**src/rtl/execute_stage_pkg.sv**
```systemverilog
// Shared definitions for the execute stage: opcodes, FSM states, default widths
// and opcode classification helpers.
package execute_stage_pkg;

  localparam int DATA_W_DEF = 8;
  localparam int ADDR_W_DEF = 3;

  localparam logic [3:0] OP_ADD = 4'd0;
  localparam logic [3:0] OP_SUB = 4'd1;
  localparam logic [3:0] OP_AND = 4'd2;
  localparam logic [3:0] OP_OR  = 4'd3;
  localparam logic [3:0] OP_XOR = 4'd4;
  localparam logic [3:0] OP_SHL = 4'd5;
  localparam logic [3:0] OP_SHR = 4'd6;
  localparam logic [3:0] OP_MOV = 4'd7;
  localparam logic [3:0] OP_MUL = 4'd8;
  localparam logic [3:0] OP_CMP = 4'd9;
  localparam logic [3:0] OP_NOP = 4'd10;

  typedef enum logic {
    ST_IDLE = 1'b0,
    ST_MUL  = 1'b1
  } state_e;

  // Ops that produce a result (and may write back): everything up to MUL.
  function automatic logic op_stores(input logic [3:0] op);
    return op <= OP_MUL;
  endfunction

  // CMP updates flags without storing; opcodes past CMP are NOPs.
  function automatic logic op_sets_flags(input logic [3:0] op);
    return op <= OP_CMP;
  endfunction

endpackage

```
**src/rtl/execute_stage_seq_multiplier.sv**
```systemverilog
// Iterative shift-add multiplier: one partial product per cycle, MUL_CYCLES steps.
// o_Done/o_Product are valid in the cycle before the edge that applies the last step.
module execute_stage_seq_multiplier #(
  parameter int DATA_W     = 8,
  parameter int MUL_CYCLES = 8
) (
  input  logic                  i_CLK,
  input  logic                  i_RST,
  input  logic                  i_Start,
  input  logic [DATA_W-1:0]     i_A,
  input  logic [DATA_W-1:0]     i_B,
  output logic                  o_Done,
  output logic [2*DATA_W-1:0]   o_Product
);

  localparam int CNT_W = $clog2(MUL_CYCLES + 1);

  logic                  busy_q;
  logic [CNT_W-1:0]      cnt_q;
  logic [2*DATA_W-1:0]   acc_q, acc_d;
  logic [2*DATA_W-1:0]   mcand_q;
  logic [DATA_W-1:0]     mplier_q;

  // Product output already includes the step taken on the completing edge.
  assign acc_d     = mplier_q[0] ? (acc_q + mcand_q) : acc_q;
  assign o_Done    = busy_q && (cnt_q == CNT_W'(MUL_CYCLES - 1));
  assign o_Product = acc_d;

  always_ff @(posedge i_CLK) begin
    if (i_RST) begin
      busy_q   <= 1'b0;
      cnt_q    <= '0;
      acc_q    <= '0;
      mcand_q  <= '0;
      mplier_q <= '0;
    end else if (i_Start) begin
      busy_q   <= 1'b1;
      cnt_q    <= '0;
      acc_q    <= '0;
      mcand_q  <= {{DATA_W{1'b0}}, i_A};
      mplier_q <= i_B;
    end else if (busy_q) begin
      acc_q    <= acc_d;
      mcand_q  <= mcand_q << 1;
      mplier_q <= mplier_q >> 1;
      cnt_q    <= cnt_q + CNT_W'(1);
      if (o_Done) busy_q <= 1'b0;
    end
  end

endmodule

```
**src/rtl/execute_stage.sv**
```systemverilog
// Execute stage: single-cycle ALU plus iterative multiply, driving the register
// bank write-back port with write data lagging the write flag by one cycle.
module execute_stage
  import execute_stage_pkg::*;
#(
  parameter int DATA_W     = DATA_W_DEF,
  parameter int ADDR_W     = ADDR_W_DEF,
  parameter int MUL_CYCLES = DATA_W_DEF
) (
  input  logic              i_CLK,
  input  logic              i_RST,
  input  logic              i_Valid,
  input  logic [3:0]        i_Opcode,
  input  logic [DATA_W-1:0] i_Operand1,
  input  logic [DATA_W-1:0] i_Operand2,
  input  logic [ADDR_W-1:0] i_AddrRegDest,
  input  logic              i_WriteEnable,
  output logic              o_Ready,
  output logic              o_WriteBack,
  output logic [ADDR_W-1:0] o_AddrRegDest,
  output logic [DATA_W-1:0] o_WriteData,
  output logic              o_Zero,
  output logic              o_Carry
);

  state_e              state_q;
  logic                wb_q;
  logic [ADDR_W-1:0]   addr_q;
  logic [DATA_W-1:0]   res_q;
  logic [DATA_W-1:0]   wdata_q;
  logic                zero_q, carry_q;
  logic [ADDR_W-1:0]   mul_dest_q;
  logic                mul_we_q;

  logic                mul_start, mul_done;
  logic [2*DATA_W-1:0] mul_prod;
  logic [DATA_W:0]     alu_w;

  logic                cmpl_flags, cmpl_store, cmpl_wb, cmpl_c;
  logic [DATA_W-1:0]   cmpl_res;
  logic [ADDR_W-1:0]   cmpl_addr;

  assign mul_start = (state_q == ST_IDLE) && i_Valid && (i_Opcode == OP_MUL);

  execute_stage_seq_multiplier #(
    .DATA_W     (DATA_W),
    .MUL_CYCLES (MUL_CYCLES)
  ) u_mul (
    .i_CLK     (i_CLK),
    .i_RST     (i_RST),
    .i_Start   (mul_start),
    .i_A       (i_Operand1),
    .i_B       (i_Operand2),
    .o_Done    (mul_done),
    .o_Product (mul_prod)
  );

  // ALU result with carry/borrow in the top bit.
  always_comb begin
    alu_w = '0;
    case (i_Opcode)
      OP_ADD:         alu_w = {1'b0, i_Operand1} + {1'b0, i_Operand2};
      OP_SUB, OP_CMP: alu_w = {1'b0, i_Operand1} - {1'b0, i_Operand2};
      OP_AND:         alu_w = {1'b0, i_Operand1 & i_Operand2};
      OP_OR:          alu_w = {1'b0, i_Operand1 | i_Operand2};
      OP_XOR:         alu_w = {1'b0, i_Operand1 ^ i_Operand2};
      OP_SHL:         alu_w = {i_Operand1, 1'b0};
      OP_SHR:         alu_w = {i_Operand1[0], 1'b0, i_Operand1[DATA_W-1:1]};
      OP_MOV:         alu_w = {1'b0, i_Operand2};
      default:        alu_w = '0;
    endcase
  end

  // Select what completes on this edge: a finishing multiply or an accepted ALU op.
  always_comb begin
    cmpl_flags = 1'b0;
    cmpl_store = 1'b0;
    cmpl_wb    = 1'b0;
    cmpl_res   = alu_w[DATA_W-1:0];
    cmpl_c     = alu_w[DATA_W];
    cmpl_addr  = i_AddrRegDest;
    if (state_q == ST_MUL) begin
      cmpl_res  = mul_prod[DATA_W-1:0];
      cmpl_c    = |mul_prod[2*DATA_W-1:DATA_W];
      cmpl_addr = mul_dest_q;
      if (mul_done) begin
        cmpl_flags = 1'b1;
        cmpl_store = 1'b1;
        cmpl_wb    = mul_we_q;
      end
    end else if (i_Valid && (i_Opcode != OP_MUL)) begin
      cmpl_flags = op_sets_flags(i_Opcode);
      cmpl_store = op_stores(i_Opcode);
      cmpl_wb    = i_WriteEnable && op_stores(i_Opcode);
    end
  end

  always_ff @(posedge i_CLK) begin
    if (i_RST) begin
      state_q    <= ST_IDLE;
      wb_q       <= 1'b0;
      addr_q     <= '0;
      res_q      <= '0;
      wdata_q    <= '0;
      zero_q     <= 1'b0;
      carry_q    <= 1'b0;
      mul_dest_q <= '0;
      mul_we_q   <= 1'b0;
    end else begin
      wb_q    <= cmpl_wb;
      // Data trails the flag by one edge to match the bank's internal delay.
      wdata_q <= res_q;
      if (cmpl_store) begin
        res_q  <= cmpl_res;
        addr_q <= cmpl_addr;
      end
      if (cmpl_flags) begin
        zero_q  <= (cmpl_res == '0);
        carry_q <= cmpl_c;
      end
      case (state_q)
        ST_IDLE: if (mul_start) begin
          state_q    <= ST_MUL;
          mul_dest_q <= i_AddrRegDest;
          mul_we_q   <= i_WriteEnable;
        end
        ST_MUL: if (mul_done) state_q <= ST_IDLE;
      endcase
    end
  end

  assign o_Ready       = (state_q == ST_IDLE);
  assign o_WriteBack   = wb_q;
  assign o_AddrRegDest = addr_q;
  assign o_WriteData   = wdata_q;
  assign o_Zero        = zero_q;
  assign o_Carry       = carry_q;

endmodule

```
**config.mk**
```make
export PLATFORM = sky130hd
export DESIGN_NAME = execute_stage
export DESIGN_NICKNAME = d
export VERILOG_FILES = /design/src/rtl/execute_stage_pkg.sv /design/src/rtl/execute_stage_seq_multiplier.sv /design/src/rtl/execute_stage.sv
export SDC_FILE = /design/constraint.sdc
export NUM_CORES = 1
export LEC_CHECK = 0
export ABC_CLOCK_PERIOD_IN_PS = 4650
export CORE_UTILIZATION = 40
export CTS_CLUSTER_SIZE = 28
export DETAILED_ROUTE_END_ITERATION = 10
export SYNTH_ARGS = -nofsm -noshare
export SYNTH_HDL_FRONTEND = slang
export SYNTH_SLANG_ARGS = --single-unit
```
**constraint.sdc**
```tcl
create_clock -name i_CLK -period 4.65 [get_ports i_CLK]
set_clock_uncertainty 0.15 [all_clocks]
set_input_delay 0.6975 -clock i_CLK [delete_from_list [all_inputs] [get_ports i_CLK]]
set_output_delay 0.6975 -clock i_CLK [all_outputs]
set_load 0.02 [all_outputs]
```
==> metrics.md <==
| Metric | Value |
|---|---|
| Commonest non-fill, non-tap cells in the layout | `nor2_1 (83), dfxtp_1 (71), nand2_1 (49)` |
| Synthesized Nets | `between 600 and 700` |
| Minimum clock period | `3890 ps` |
| CTS root buffer | `clkbuf_16` |
| Cts-stage hold buffer count | `0` |
| Global routing usage on met2 | `34.9%` |
| Run status | `completed` |
| TritonCTS clock tree | `built` |
| Final Max Tran Viols | `0` |
| Hold Path Cell Cnt | `2` |
| Per-cell routed wire length | `16.8 um` |
| Synth Cell Area | `4930 sq um` |
| Most common cell after layout, fill and taps aside | `nor2_1` |
| Worst Path Required | `4720 ps` |
| Multi-input combinational cell area | `around 3300 sq um` |
| DRT Wirelength | `12.9 mm` |
| GR Util met3 | `3.64%` |
| Via count | `4344` |
| First-pass detailed-route iteration total | `4` |
| Clock power frac | `between 40% and 50%` |
| Chip height | `113 um` |
| EDFF count, synth | `0` |
| CP Max Fanout | `10` |
| Final antenna-violating net count | `0` |
| Postcts setup bufs | `0` |
| Maxcap violations | `0` |
| Largest net degree at the start of global routing | `46` |
| # rows | `40` |
| Final TNS setup | `0 ps` |
| Register bit count reported by yosys | `72` |
| Startpoint Class | `primary input` |
| Clk sink count | `72` |
| Finish-stage setup viols | `0` |
| I/O Buffers | `just over 40` |
| Crit end category | `flop` |
| Cell taking the most area after synthesis | `dfxtp_1` |
| DP HPWL | `9.67 mm` |
| Core region area | `12000 sq um` |
| RSZ-0062 raised after global routing | `no` |
| Leak | `between 2 and 2.5 nW` |
| Worst-Margin Slew | `between 1000 and 1500 ps` |
| Final nets | `684` |
| Power per cell area | `270 nW/um^2` |
| Sequential share of power | `between 40% and 50%` |
| Most used flip-flop cell after synthesis | `dfxtp_1` |
| Tcrit/Tclk final | `83.7%` |
| Max Root-Sink Buffers | `2` |
| P_sw | `between 0.4 and 0.5 mW` |
| GR Util met1 | `28.1%` |
| CP Class | `in2reg` |
| Crit path DAT | `~4000 ps` |
| Post-synth top area share | `between 20% and 30%` |
| Routability cong. | `0.914` |
| CTS buffer count | `9` |
| Sequential area share after synthesis | `~30%` |
| Reg2Reg Depth | `11` |
| Ports | `42` |
| Asr flop ratio synth | `0%` |
| P_int | `1.11 mW` |
| Synth Area per Inst | `8.39 sq um` |
| Worst skew pair latency | `approximately 340 ps` |
| Ys Warns | `0` |
| Die ar. | `~13000 sq um` |
| Fin. Hold Viols | `0` |
| Comb power frac | `between 10% and 20%` |
| Vias in the first global route | `4256` |
| Global route hottest layer | `met2` |
| Worst hold path class | `reg2reg` |
| Synth top area cells | `dfxtp_1 (29%), ha_1 (10%), mux2i_1 (7.7%)` |
| DRC errors left | `0` |
| GRT Total Usage | `approximately a fifth` |
| Number of vias per cell | `5.67` |
| Starting Density | `41.1%` |
| Mapped Cells | `~600` |
| Synthesis-to-finish area growth | `16.1%` |
| Register area | `1440 sq um` |
| Die width | `113 um` |
| # fillers | `1210` |
| Post-CTS resize count | `0` |
| Max_slew headroom | `22.9%` |
| N_diodes | `0` |
| Initial antenna violation count | `0` |
| Clock-pin slew on the worst setup and hold paths | `60 ps` |
| First-pass GRT wire length | `21.4 mm` |
| Gr ovfl total | `0` |
| Maximum vdd drop | `0.177 mV` |
| Tot Pwr | `1.55 mW` |
| Synth cell types | `64` |
| Switching Fraction | `27.9%` |
| Peak Freq | `257 MHz` |
| Share of cells above drive strength 1 | `6.14%` |
| CTS H-Tree Depth | `3` |
| Starting DRT DRC Count | `221` |
==> worst max-delay path, stage by stage <==
cell and delay (ps):
clkdlybuf4s50_1 630, nor2_1 280, and2_1 320, nor2_1 90, xnor2_1 130, ha_1 310, nor2b_1 150, o21ai_0 160
nand2b_1 120, a31oi_1 260, o21ai_0 150, xnor2_1 140, a32o_1 210, a221o_1 310
==> registers in the layout, indices dropped and copies added, names as in the netlist, 3 cells and up <==
register and cells:
mul_dest_q 3, u_mul.acc_q 16, u_mul.mcand_q 16, o_AddrRegDest 3, u_mul.cnt_q 4, u_mul.mplier_q 8, res_q 8, o_WriteData 8
==> power by group through the flow <==
| stage | clock network [mW] | registers (mW) | logic (mW) |
|---|---|---|---|
| after detailed placement | 0 | 0.656 | 0.261 |
| after floorplan | 0 | 0.660 | 0.168 |
| after global routing | 0.681 | 0.644 | 0.291 |
| final | 0.640 | 0.643 | 0.263 |
| after global placement | 0 | 0.656 | 0.258 |
| after CTS | 0.659 | 0.643 | 0.262 |
==> cell usage after synthesis (3+ instances only) <==
cell type,count
dfxtp_1,72
nand3b_1,6
a32o_1,3
and2_1,4
xnor2_1,16
a21oi_1,31
a211oi_1,33
nand2b_1,6
mux4_2,5
mux2i_1,38
a221oi_1,3
nand3_1,10
buf_1,5
o21ai_0,20
o21a_1,6
clkbuf_1,28
nor2b_1,13
nand4_1,3
nand2_1,49
o22ai_1,3
nor3_1,4
o211ai_1,8
xor2_1,6
a31oi_1,3
a22oi_1,5
inv_1,25
nor2_1,83
a21o_1,8
and3_1,4
ha_1,41
==> metal layers <==
metal / routed length (um) / share of wire (%)
met2: 5950 / 46
met4: 313 / 2.4
met5: 0 / 0
met1: 6110 / 48
met3: 489 / 3.8
==> through the flow <==
step           setup WS [ps]  hold slack (ps)  instance area [sq um]  utilization [%]  instances
6_report                 758              309                   5730             47.7        766
5_1_grt                  526              332                   5730             47.7        766
4_1_cts                  821              310                   5730             47.7        766
3_5_place_dp             475              300                   5450             45.4        750
3_3_place_gp             564              292                   5450             45.4        750
2_1_floorplan           1070              286                   4930                -        588
==> final timing paths <==
check / startpoint / to / slack [ps]
max: i_Opcode[2] / o_Carry / 760
min: mul_dest_q[1] / mul_dest_q[1] / 310
max reg2reg: u_mul.mcand_q[0] / o_Carry / 1320
min reg2reg: mul_dest_q[1] / mul_dest_q[1] / 310
==> cells by family after synthesis <==
group / share of synthesized area (%)
AOI/OAI and AO/OA: 22.8
DFF: 29.2
xor gates and xnor gates: 3.91
buffers and inverters: 4.72
muxes: 10.2
and+or+nand+nor: 18.0
adders and majority gates: 11.2
==> final cells by class <==
cell class / count / area share [%]
multi-input cells: 456 / 56.9
flip-flops and latches: 72 / 25.2
clock inverters: 6 / 0.787
clock buffers: 10 / 4.00
repair buffers: 49 / 8.21
well taps: 147 / 3.21
inverters: 26 / 1.70
(Power assumes the default switching activity.)
